<file path="src/rtl/e1b_chip_nco.sv">
// E1B per-channel code-phase generator: code NCO driving a half/full-chip
// counter that wraps at the primary code length and flags code epochs.
module e1b_chip_nco #(
  parameter int E1B_CODEBITS = 12,
  parameter int E1B_CODELEN  = 4092,
  parameter int NCO_BITS     = 32
) (
  input  logic                    clk,
  input  logic                    rst_n,
  input  logic                    ena,
  input  logic                    init,
  input  logic                    rate_wr,
  input  logic [NCO_BITS-1:0]     rate,
  input  logic                    slew_wr,
  input  logic [15:0]             slew,
  output logic [E1B_CODEBITS-1:0] nchip,
  output logic                    full_chip,
  output logic                    half_chip,
  output logic                    epoch,
  output logic                    slewing
);

  localparam logic [E1B_CODEBITS-1:0] LAST_CHIP = E1B_CODEBITS'(E1B_CODELEN - 1);
  localparam logic [E1B_CODEBITS-1:0] CHIP_ONE  = E1B_CODEBITS'(1);

  logic [NCO_BITS-1:0] phase;
  logic [NCO_BITS-1:0] rate_q;
  logic [15:0]         slew_cnt;
  logic                half;

  logic [NCO_BITS:0]   nco_sum;
  logic                tick;
  logic [15:0]         slew_eff;
  logic [15:0]         slew_nxt;
  logic                adv;

  // A same-cycle slew_wr is applied first, so a coincident tick is swallowed
  // against the freshly loaded count.
  always_comb begin
    nco_sum  = {1'b0, phase} + {1'b0, rate_q};
    tick     = ena & nco_sum[NCO_BITS];
    slew_eff = slew_wr ? slew : slew_cnt;
    slew_nxt = slew_eff;
    adv      = 1'b0;
    if (tick) begin
      if (slew_eff != '0) begin
        slew_nxt = slew_eff - 16'd1;
      end else begin
        adv = 1'b1;
      end
    end
  end

  always_ff @(posedge clk or negedge rst_n) begin
    if (!rst_n) begin
      phase     <= '0;
      rate_q    <= '0;
      slew_cnt  <= '0;
      half      <= 1'b0;
      nchip     <= '0;
      full_chip <= 1'b0;
      half_chip <= 1'b0;
      epoch     <= 1'b0;
      slewing   <= 1'b0;
    end else begin
      if (rate_wr) begin
        rate_q <= rate;
      end
      full_chip <= 1'b0;
      half_chip <= 1'b0;
      epoch     <= 1'b0;
      if (init) begin
        phase    <= '0;
        half     <= 1'b0;
        nchip    <= '0;
        slew_cnt <= '0;
        slewing  <= 1'b0;
      end else begin
        if (ena) begin
          phase <= nco_sum[NCO_BITS-1:0];
        end
        slew_cnt <= slew_nxt;
        slewing  <= (slew_nxt != '0);
        if (adv) begin
          half      <= ~half;
          half_chip <= 1'b1;
          if (half) begin
            full_chip <= 1'b1;
            if (nchip == LAST_CHIP) begin
              nchip <= '0;
              epoch <= 1'b1;
            end else begin
              nchip <= nchip + CHIP_ONE;
            end
          end
        end
      end
    end
  end

endmodule

</file>
<file path="config.mk">
export PLATFORM = sky130hd
export DESIGN_NAME = e1b_chip_nco
export DESIGN_NICKNAME = d
export VERILOG_FILES = /design/src/rtl/e1b_chip_nco.sv
export SDC_FILE = /design/constraint.sdc
export NUM_CORES = 1
export LEC_CHECK = 0
export CAP_MARGIN = 20
export CORE_MARGIN = 2
export CORE_UTILIZATION = 57
export CTS_CLUSTER_SIZE = 28
export DETAILED_ROUTE_END_ITERATION = 6
export PLACE_DENSITY = 0.81
export SLEW_MARGIN = 0
export SYNTH_ARGS = -nofsm -noshare
export SYNTH_HDL_FRONTEND = slang
export SYNTH_SLANG_ARGS = --single-unit
export TNS_END_PERCENT = 1
</file>
<file path="constraint.sdc">
create_clock -name clk -period 3.6 [get_ports clk]
set_input_delay 0.36 -clock clk [delete_from_list [all_inputs] [get_ports clk]]
set_output_delay 0.36 -clock clk [all_outputs]
set_load 0.1 [all_outputs]
</file>
==> impl_metrics.csv <==
group,metric,value,unit
cts,cts_tree,"done",
cells_and_area,drive_gt1_frac,0.09804,
placement,post-place-ws,85.98,ps
worst_setup_path,cp-start-kind,"flop",
synthesis,synth_nets,738,
worst_setup_path,arrival,3740,ps
run_status,outcome,"finished, violations left",
synthesis,synth_edf_count,0,
synthesis,synth_area_leaders,"dfrtp_1 39%, ha_1 7.1%, mux2_2 6.0%, mux2i_1 4.7%, nor2_1 4.1%",
placement,dp_cells,838,
sta,worst_clock_skew,12.25,ps
cts,cts_hold_buf,0,
cells_and_area,layout.nets,799,
worst_setup_path,worst-r2r-cell-count,12,
synthesis,synth_cell_type_count,66,
sta,period_needed,3439,ps
synthesis,yosysSeqAreaShare,0.3925,
worst_setup_path,rrSetupSlack,160,ps
power_and_ir_drop,ir_worst_vdd,0.0002415,V
run,drv_cap,0,
cts,max-clock-path-buffers,2,
synthesis,syn_area,6185,sq um
global_routing,first_global_vias,5218,
cts,cts_root_buffer,"clkbuf_8",
worst_setup_path,critPathMaxFanout,10,
global_routing,grt_pass1_wl,23310,um
run_status,violations,"negative hold slack",
floorplanning,dieArea,11700,sq um
worst_setup_path,rr_startpoint,"phase[0]$_DFFE_PN0P_",
cts,cts.clk_slew.worst_paths,90,ps
sta,setup_tns,0,ps
global_routing,grt_usage,0.2485,
routing,drc,0,
worst_setup_path,critical_path_class,"reg -> reg",
cells_and_area,fillers,857,
synthesis,avgSynthCellArea,9.544,sq um
floorplanning,core,10700,sq um
power_and_ir_drop,leakage,3.227,nW
global_routing,grt_max_degree,55,
global_routing,overflow,0,
cells_and_area,stdcell_area,7288,sq um
cts,clock_sinks,97,
worst_setup_path,r2r_end,"nchip[5]$_DFFE_PN0P_",
sta,setup_viol,0,
routing,antenna_left,0,
synthesis,yosysTopAreaCellShare,0.3925,
global_routing,antenna_found_initial,0,
floorplanning,io_pins,70,
sta,relSlewSlack,0.3048,
routing,drt_iter0_drc,270,
synthesis,synth_most_common_cell,"dfrtp_1",
synthesis,synthCells,648,
floorplanning,start_util,0.5781,
hold_path,worstHoldPathType,"in -> async",
cts,htree_levels,3,
routing,dr.pass1.iters,5,
routing,routedWlPerCell,16.20,um
floorplanning,die_y,108.2,um
cts,clock_latency,370,ps
synthesis,async_reset_ff_frac,1.000,
cells_and_area,seqCellArea,2427,sq um
routing,routed_via_density,6.035,
synthesis,synth-seq-cells,97,
sta,fmax,290.8,MHz
floorplanning,die_w,108.2,um
floorplanning,rows,38,
placement,port_buffers,69,
cts,cts_resized,0,
worst_setup_path,critical_path_required,3900,ps
synthesis,synthFlopType,"dfrtp_1",
cells_and_area,fin_cells,854,
worst_setup_path,cp-end-kind,"flop",
placement,hpwl,10120,um
synthesis,synth_top_cell_by_area,"dfrtp_1",
sta,fin_hold_ws,-0.8427,ps
cells_and_area,final_core_util,0.6813,
routing,via_count,5154,
cells_and_area,diodes,0,
power_and_ir_drop,power.density,478.1,nW/um^2
sta,worst_slew_pin_slew,1043,ps
cts,cts_setup_buffers,0,
cts,numCtsBuffers,9,
sta,fin_ws,160.9,ps
placement,gp_congestion,0.9412,
synthesis,synth_common_cells,"97 x dfrtp_1, 68 x nor2_1, 46 x a21oi_1",
sta,hold_violations,1,
sta,maxSlewViolCount,0,
sta,fin_crit_sh,0.9553,
synthesis,ys_warn_count,0,
cells_and_area,multi_input_area,3586,sq um
routing,wl,13840,um
cells_and_area,syn2layout_area_growth,17.84,%
placement,place_area,6990,sq um
==> cells in the final DEF, fill, tap and decap left out, types with 5 or more instances in the layout <==
master,count
and2_1,9
a21oi_1,46
clkdlybuf4s50_1,67
a21o_1,13
or3_1,10
o21bai_1,12
o21a_1,7
buf_4,7
or4_1,5
xnor2_1,18
clkbuf_8,11
inv_1,20
dfrtp_1,97
mux2i_1,29
nor4_1,6
xor2_1,15
a22o_1,7
o21ai_0,24
nand2_1,32
nor2_1,68
nand2b_1,5
and3_1,9
ha_1,35
nand4_1,7
nor3_1,23
mux2_2,33
a211oi_1,10
nand3_1,17
o21ai_1,5
a31oi_1,7
==> cell type report <==
class,instances,share of cell area
multi-input cells,505,0.4920
well taps,140,0.02403
flip-flops and latches,97,0.3330
clock buffers,11,0.02077
clock inverters,5,0.01717
repair buffers,76,0.1027
inverters,20,0.01030
==> stage by stage <==
step                      hold WS [ps]  power, mW
after floorplan                  64.41      2.222
after global placement           405.2      2.479
after detailed placement         411.9      2.532
after CTS                        1.114      3.488
after global routing             29.96      3.707
final                          -0.8427      3.485
==> sequential cells by signal, indices dropped and copies added, names as in the netlist <==
register	count
rate_q	32
full_chip	1
half	1
phase	32
slew_cnt	16
nchip	12
epoch	1
slewing	1
half_chip	1
==> where the power goes <==
group,leakage (nW),switching (mW),total (mW),internal [mW]
sequential,1.25,0.0770,1.29,1.21
combinational,1.84,0.703,1.25,0.545
clock,0.140,0.377,0.946,0.568
total,3.23,1.16,3.48,2.33
==> worst max-delay path by stage <==
stage | slack, ps | from | endpoint | cells after the start
global placement | 170 | phase[0]$_DFFE_PN0P_ | slewing$_DFF_PN0_ | 12
global route | -2 | phase[0]$_DFFE_PN0P_ | nchip[11]$_DFFE_PN0P_ | 12
floorplan | 550 | phase[0]$_DFFE_PN0P_ | nchip[10]$_DFFE_PN0P_ | 13
detailed placement | 90 | phase[0]$_DFFE_PN0P_ | slewing$_DFF_PN0_ | 12
CTS | 50 | phase[0]$_DFFE_PN0P_ | slewing$_DFF_PN0_ | 12
finish | 160 | phase[0]$_DFFE_PN0P_ | nchip[5]$_DFFE_PN0P_ | 12
==> critical path, cell delays in order (launching register included) <==
cell     delay, ps
dfrtp_1        360
ha_1           210
inv_1           70
fa_1           370
and2b_1        270
o31ai_2        120
a21oi_1        370
a31oi_4        200
o21ai_4        320
nand3_4        150
or3_1          460
or3_1          390
o21ai_1         90
==> layer usage <==
| metal | vias up | GRT usage | routed length [um] |
|---|---|---|---|
| met2 | 139 | 0.4353 | 6824 |
| li1 | 2490 | - | - |
| met4 | 0 | 0.1099 | 294 |
| met3 | 27 | 0.03074 | 648 |
| met1 | 2498 | 0.3080 | 6069 |
| met5 | - | 0 | 0 |
==> kinds of logic after synthesis <==
family	count (synthesis)	share of synthesized area
muxes	63	0.1092
and+or+nand+nor	209	0.1714
DFF	97	0.3925
adders and majority gates	36	0.07404
buffers and inverters	46	0.03115
AOI/OAI and AO/OA	164	0.1750
xor gates and xnor gates	33	0.04673
No activity file was read; power rests on OpenSTA's default activity.
==> RTL edit 1 (same flow settings) <==
Set the parameter `E1B_CODEBITS` to 24 (it was 12).
--- a/src/rtl/e1b_chip_nco.sv
+++ b/src/rtl/e1b_chip_nco.sv
@@ -3,3 +3,3 @@
 module e1b_chip_nco #(
-  parameter int E1B_CODEBITS = 12,
+  parameter int E1B_CODEBITS = 24,
   parameter int E1B_CODELEN  = 4092,
Interface: changed (resized nchip); port bits go from 70 to 82. The function was not compared with the original's and may differ.
==> RTL edit 1 against the unedited design <==
Power rose by 4.8%. Wire length increased by 14%. Sequential cell count is 12 higher. Setup slack better by 66 ps. First-iteration DRC count is 72% higher. Design area up 12%. Synthesized area is 11% higher. Largest power group unchanged.
==> RTL edit 1: results <==
metrics = {
    "global_route": {
        "met1_usage_pct": 33.2,
        "use_met2_pct": 43.4,
        "track_usage_pct": 25.3,
        "grt_first_pass_wirelength_um": 26500,
        "grt_pass1_vias": 5651,
        "met3_usage_pct": 3.40,
    },
    "clocking": {
        "root_buffer": "clkbuf_16",
    },
    "synth": {
        "synth_fa_ha_area_share_pct": 6.69,
        "synth_xor_area_share_pct": 5.37,
        "synthMuxAreaShare_pct": 9.80,
        "avgSynthCellArea_um2": 9.28,
        "netlist_top_cells_area": "dfrtp_1 40%, ha_1 6.4%, mux2_2 5.3%",
        "synthTopCellsByCount": "109 x dfrtp_1, 87 x nor2_1, 51 x nand2_1, 51 x o21ai_0, 42 x a21oi_1",
        "synth.distinct_cells": 62,
    },
    "placed_design": {
        "place_hpwl_um": 11200,
        "gp_congestion": 0.909,
        "port_buffers": 81,
        "placedCellCount": 949,
    },
    "finish": {
        "fin_nets": 903,
        "design_area_mm2": 0.00814,
        "buf_share_pct": 11.5,
        "multiInputGateArea_mm2": 0.00393,
        "n_all_inverters": 18,
        "sh_seq_area_pct": 33.5,
        "clock_area_share_pct": 3.60,
        "fillCellCount": 907,
        "top_regs": "phase x32, rate_q x32, nchip x24",
    },
    "power_and_ir_drop": {
        "intPower_uw": 2380,
        "peakVddDrop_uv": 340,
        "p_seq_uw": 1420,
    },
    "worst_setup_path": {
        "slowest_stage": "nor4_2",
        "critical_path.max_fanout": 25,
        "cp.arrival_ps": 3650,
    },
    "route": {
        "met2WireLength_um": 7870,
        "drtIter0Drc": 464,
        "met3_length_um": 621,
        "wl_met1_um": 6990,
        "vias": 5809,
        "via_per_inst": 6.02,
    },
    "run_status": {
        "status": "completed",
    },
}
RTL edit 1: worst paths after layout:
kind	from	endpoint	slack, ps	cells past startpoint
hold / removal	rst_n	slew_cnt[0]$_DFF_PN0_	50	1
max in group asynchronous	rst_n	rate_q[13]$_DFFE_PN0P_	2710	2
min in group clk	nchip[11]$_DFFE_PN0P_	nchip[11]$_DFFE_PN0P_	510	1
setup / recovery	phase[28]$_DFFE_PN0P_	nchip[23]$_DFFE_PN0P_	230	12
hold reg to reg	nchip[11]$_DFFE_PN0P_	nchip[11]$_DFFE_PN0P_	510	1
setup reg to reg	phase[28]$_DFFE_PN0P_	nchip[23]$_DFFE_PN0P_	230	12
RTL edit 1: timing repair:
| item | 4_1_cts | 5_1_grt |
|---|---|---|
| setup endpoints to repair | 0 | 25 |
| endpoints found under the hold margin | 0 | 0 |
| resized for setup | 0 | 3 |
==> RTL edit 2 (same settings) <==
Without the edit above. Make the reset (`rst_n`) synchronous in one clocked block.
--- a/src/rtl/e1b_chip_nco.sv
+++ b/src/rtl/e1b_chip_nco.sv
@@ -53,3 +53,3 @@
 
-  always_ff @(posedge clk or negedge rst_n) begin
+  always_ff @(posedge clk) begin
     if (!rst_n) begin
Check against the original RTL: differs if rst_n is asserted again (counterexample within 4 cycles, from zero or initial values and one cycle with rst_n low); with rst_n held inactive, the same outputs for 4 cycles.
==> RTL edit 2 against the unedited design <==
Die area down 1.8%. Design area down 3.0%. Global-route usage up 0.82 points. Synthesized area down 1.8%. Core utilization up 0.38 points. Hold slack better by 480 ps. Wire length up 3.9%. Sequential cell count unchanged. Setup slack better by 240 ps.
Power is not compared: it rests on default switching activity, and its combinational part moved more than twofold at a synthesized area within 25%.
==> RTL edit 2: results <==
metrics = {
    "min_path": {
        "hp-class": "reg2reg",
        "hp-start": "phase[13]$_SDFFE_PP0P_",
    },
    "synth": {
        "synth_warnings": 0,
        "synth_seq_area_share_pct": 32.0,
        "synthTopCellsByCount": "97 x dfxtp_1, 62 x mux2i_1, 56 x nor2_1",
        "synth.distinct_cells": 73,
        "ys.flop_type": "dfxtp_1",
        "ys_async_sr_fraction_pct": 0,
        "syn_nets": 796,
        "netlist_top_cells_area": "dfxtp_1 32%, mux2i_1 10%, ha_1 7.2%",
    },
    "run_status": {
        "status": "completed",
    },
    "clocking": {
        "cts.clk_slew.worst_paths_ps": 110,
        "root_buffer": "clkbuf_8",
        "insertion_delay_ps": 390,
        "clockBufferDepth": 2,
    },
    "timing": {
        "slew_headroom_pct": 35.4,
        "clock_skew_ps": 18.9,
    },
    "global_route": {
        "grt_first_pass_wirelength_um": 24100,
        "grt_max_degree": 36,
        "track_usage_pct": 25.7,
        "grt_pass1_vias": 5324,
    },
    "placed_design": {
        "gp_congestion": 0.889,
        "dpl-instance-area_mm2": 0.00685,
        "place_hpwl_um": 10400,
    },
    "route": {
        "drtIter0Drc": 335,
        "wire_per_inst_um": 16.0,
        "vias": 5439,
    },
    "finish": {
        "fin_nets": 847,
        "drive_above_1_share_pct": 6.43,
    },
    "worst_setup_path": {
        "critical_path.max_fanout": 13,
        "slowest_stage": "o21ai_2",
        "reg2reg_depth": 10,
        "reg2reg_from": "phase[0]$_SDFFE_PP0P_",
        "cp.arrival_ps": 3460,
    },
}
## RTL edit 2: worst max-delay path: cells and delay by family (launching register included)
| kind | cells | cell delay, ps |
|---|---|---|
| AO/OA/AOI/OAI | 7 | 1870 |
| adder cells (fa/ha/maj) | 2 | 720 |
| flip-flops | 1 | 330 |
| AND/OR/NAND/NOR | 1 | 160 |
## RTL edit 2: worst paths after layout
check	slack [ps]	to
setup / recovery	400	slewing$_SDFF_PP0_
hold / removal	480	phase[13]$_SDFFE_PP0P_
setup reg to reg	400	slewing$_SDFF_PP0_
hold reg to reg	480	phase[13]$_SDFFE_PP0P_
## RTL edit 2: cells by family (layout without fill, tap and decap cells)
| group | Yosys count | in the layout | share of synthesized area [%] |
|---|---|---|---|
| buf+inv | 48 | 104 | 3.42 |
| mux | 63 | 63 | 10.4 |
| flops | 97 | 97 | 32.0 |
| xor+xnor | 29 | 29 | 4.18 |
| simple gates | 258 | 258 | 22.1 |
| compound gates | 175 | 175 | 20.3 |
| fa+ha+maj | 36 | 36 | 7.54 |
## RTL edit 2: layout make-up
type / instances / area, um^2
Tap cell: 136 / 170
Sequential cell: 97 / 1940
Inverter: 8 / 30.0
Clock buffer: 10 / 138
Timing Repair Buffer: 80 / 781
Multi-Input combinational cell: 561 / 3920
Fill cell: 836 / 3250
Clock inverter: 6 / 88.8
## RTL edit 2: power breakdown
| part | total, uW | switching (uW) | internal, uW |
|---|---|---|---|
| combinational | 372 | 193 | 179 |
| sequential | 1130 | 24.1 | 1110 |
| clock | 810 | 398 | 411 |
## RTL edit 2: layer usage
layer  GRT usage [%]  vias to the layer above  share of wire [%]
li1                -                     2693                  -
met3            3.83                       27                5.1
met4            12.1                        0                2.1
met1            33.0                     2537                 46
met5               0                        -                  0
met2            42.2                      182                 47
## RTL edit 2: stage by stage
step	cells	utilization [%]	power [uW]	setup slack (ps)
6_report	898	68.5	2310	401
5_1_grt	898	68.5	2400	199
4_1_cts	898	68.5	2320	436
3_5_place_dp	882	66.3	1520	333
3_3_place_gp	882	66.3	1510	444
2_1_floorplan	706	-	1390	766
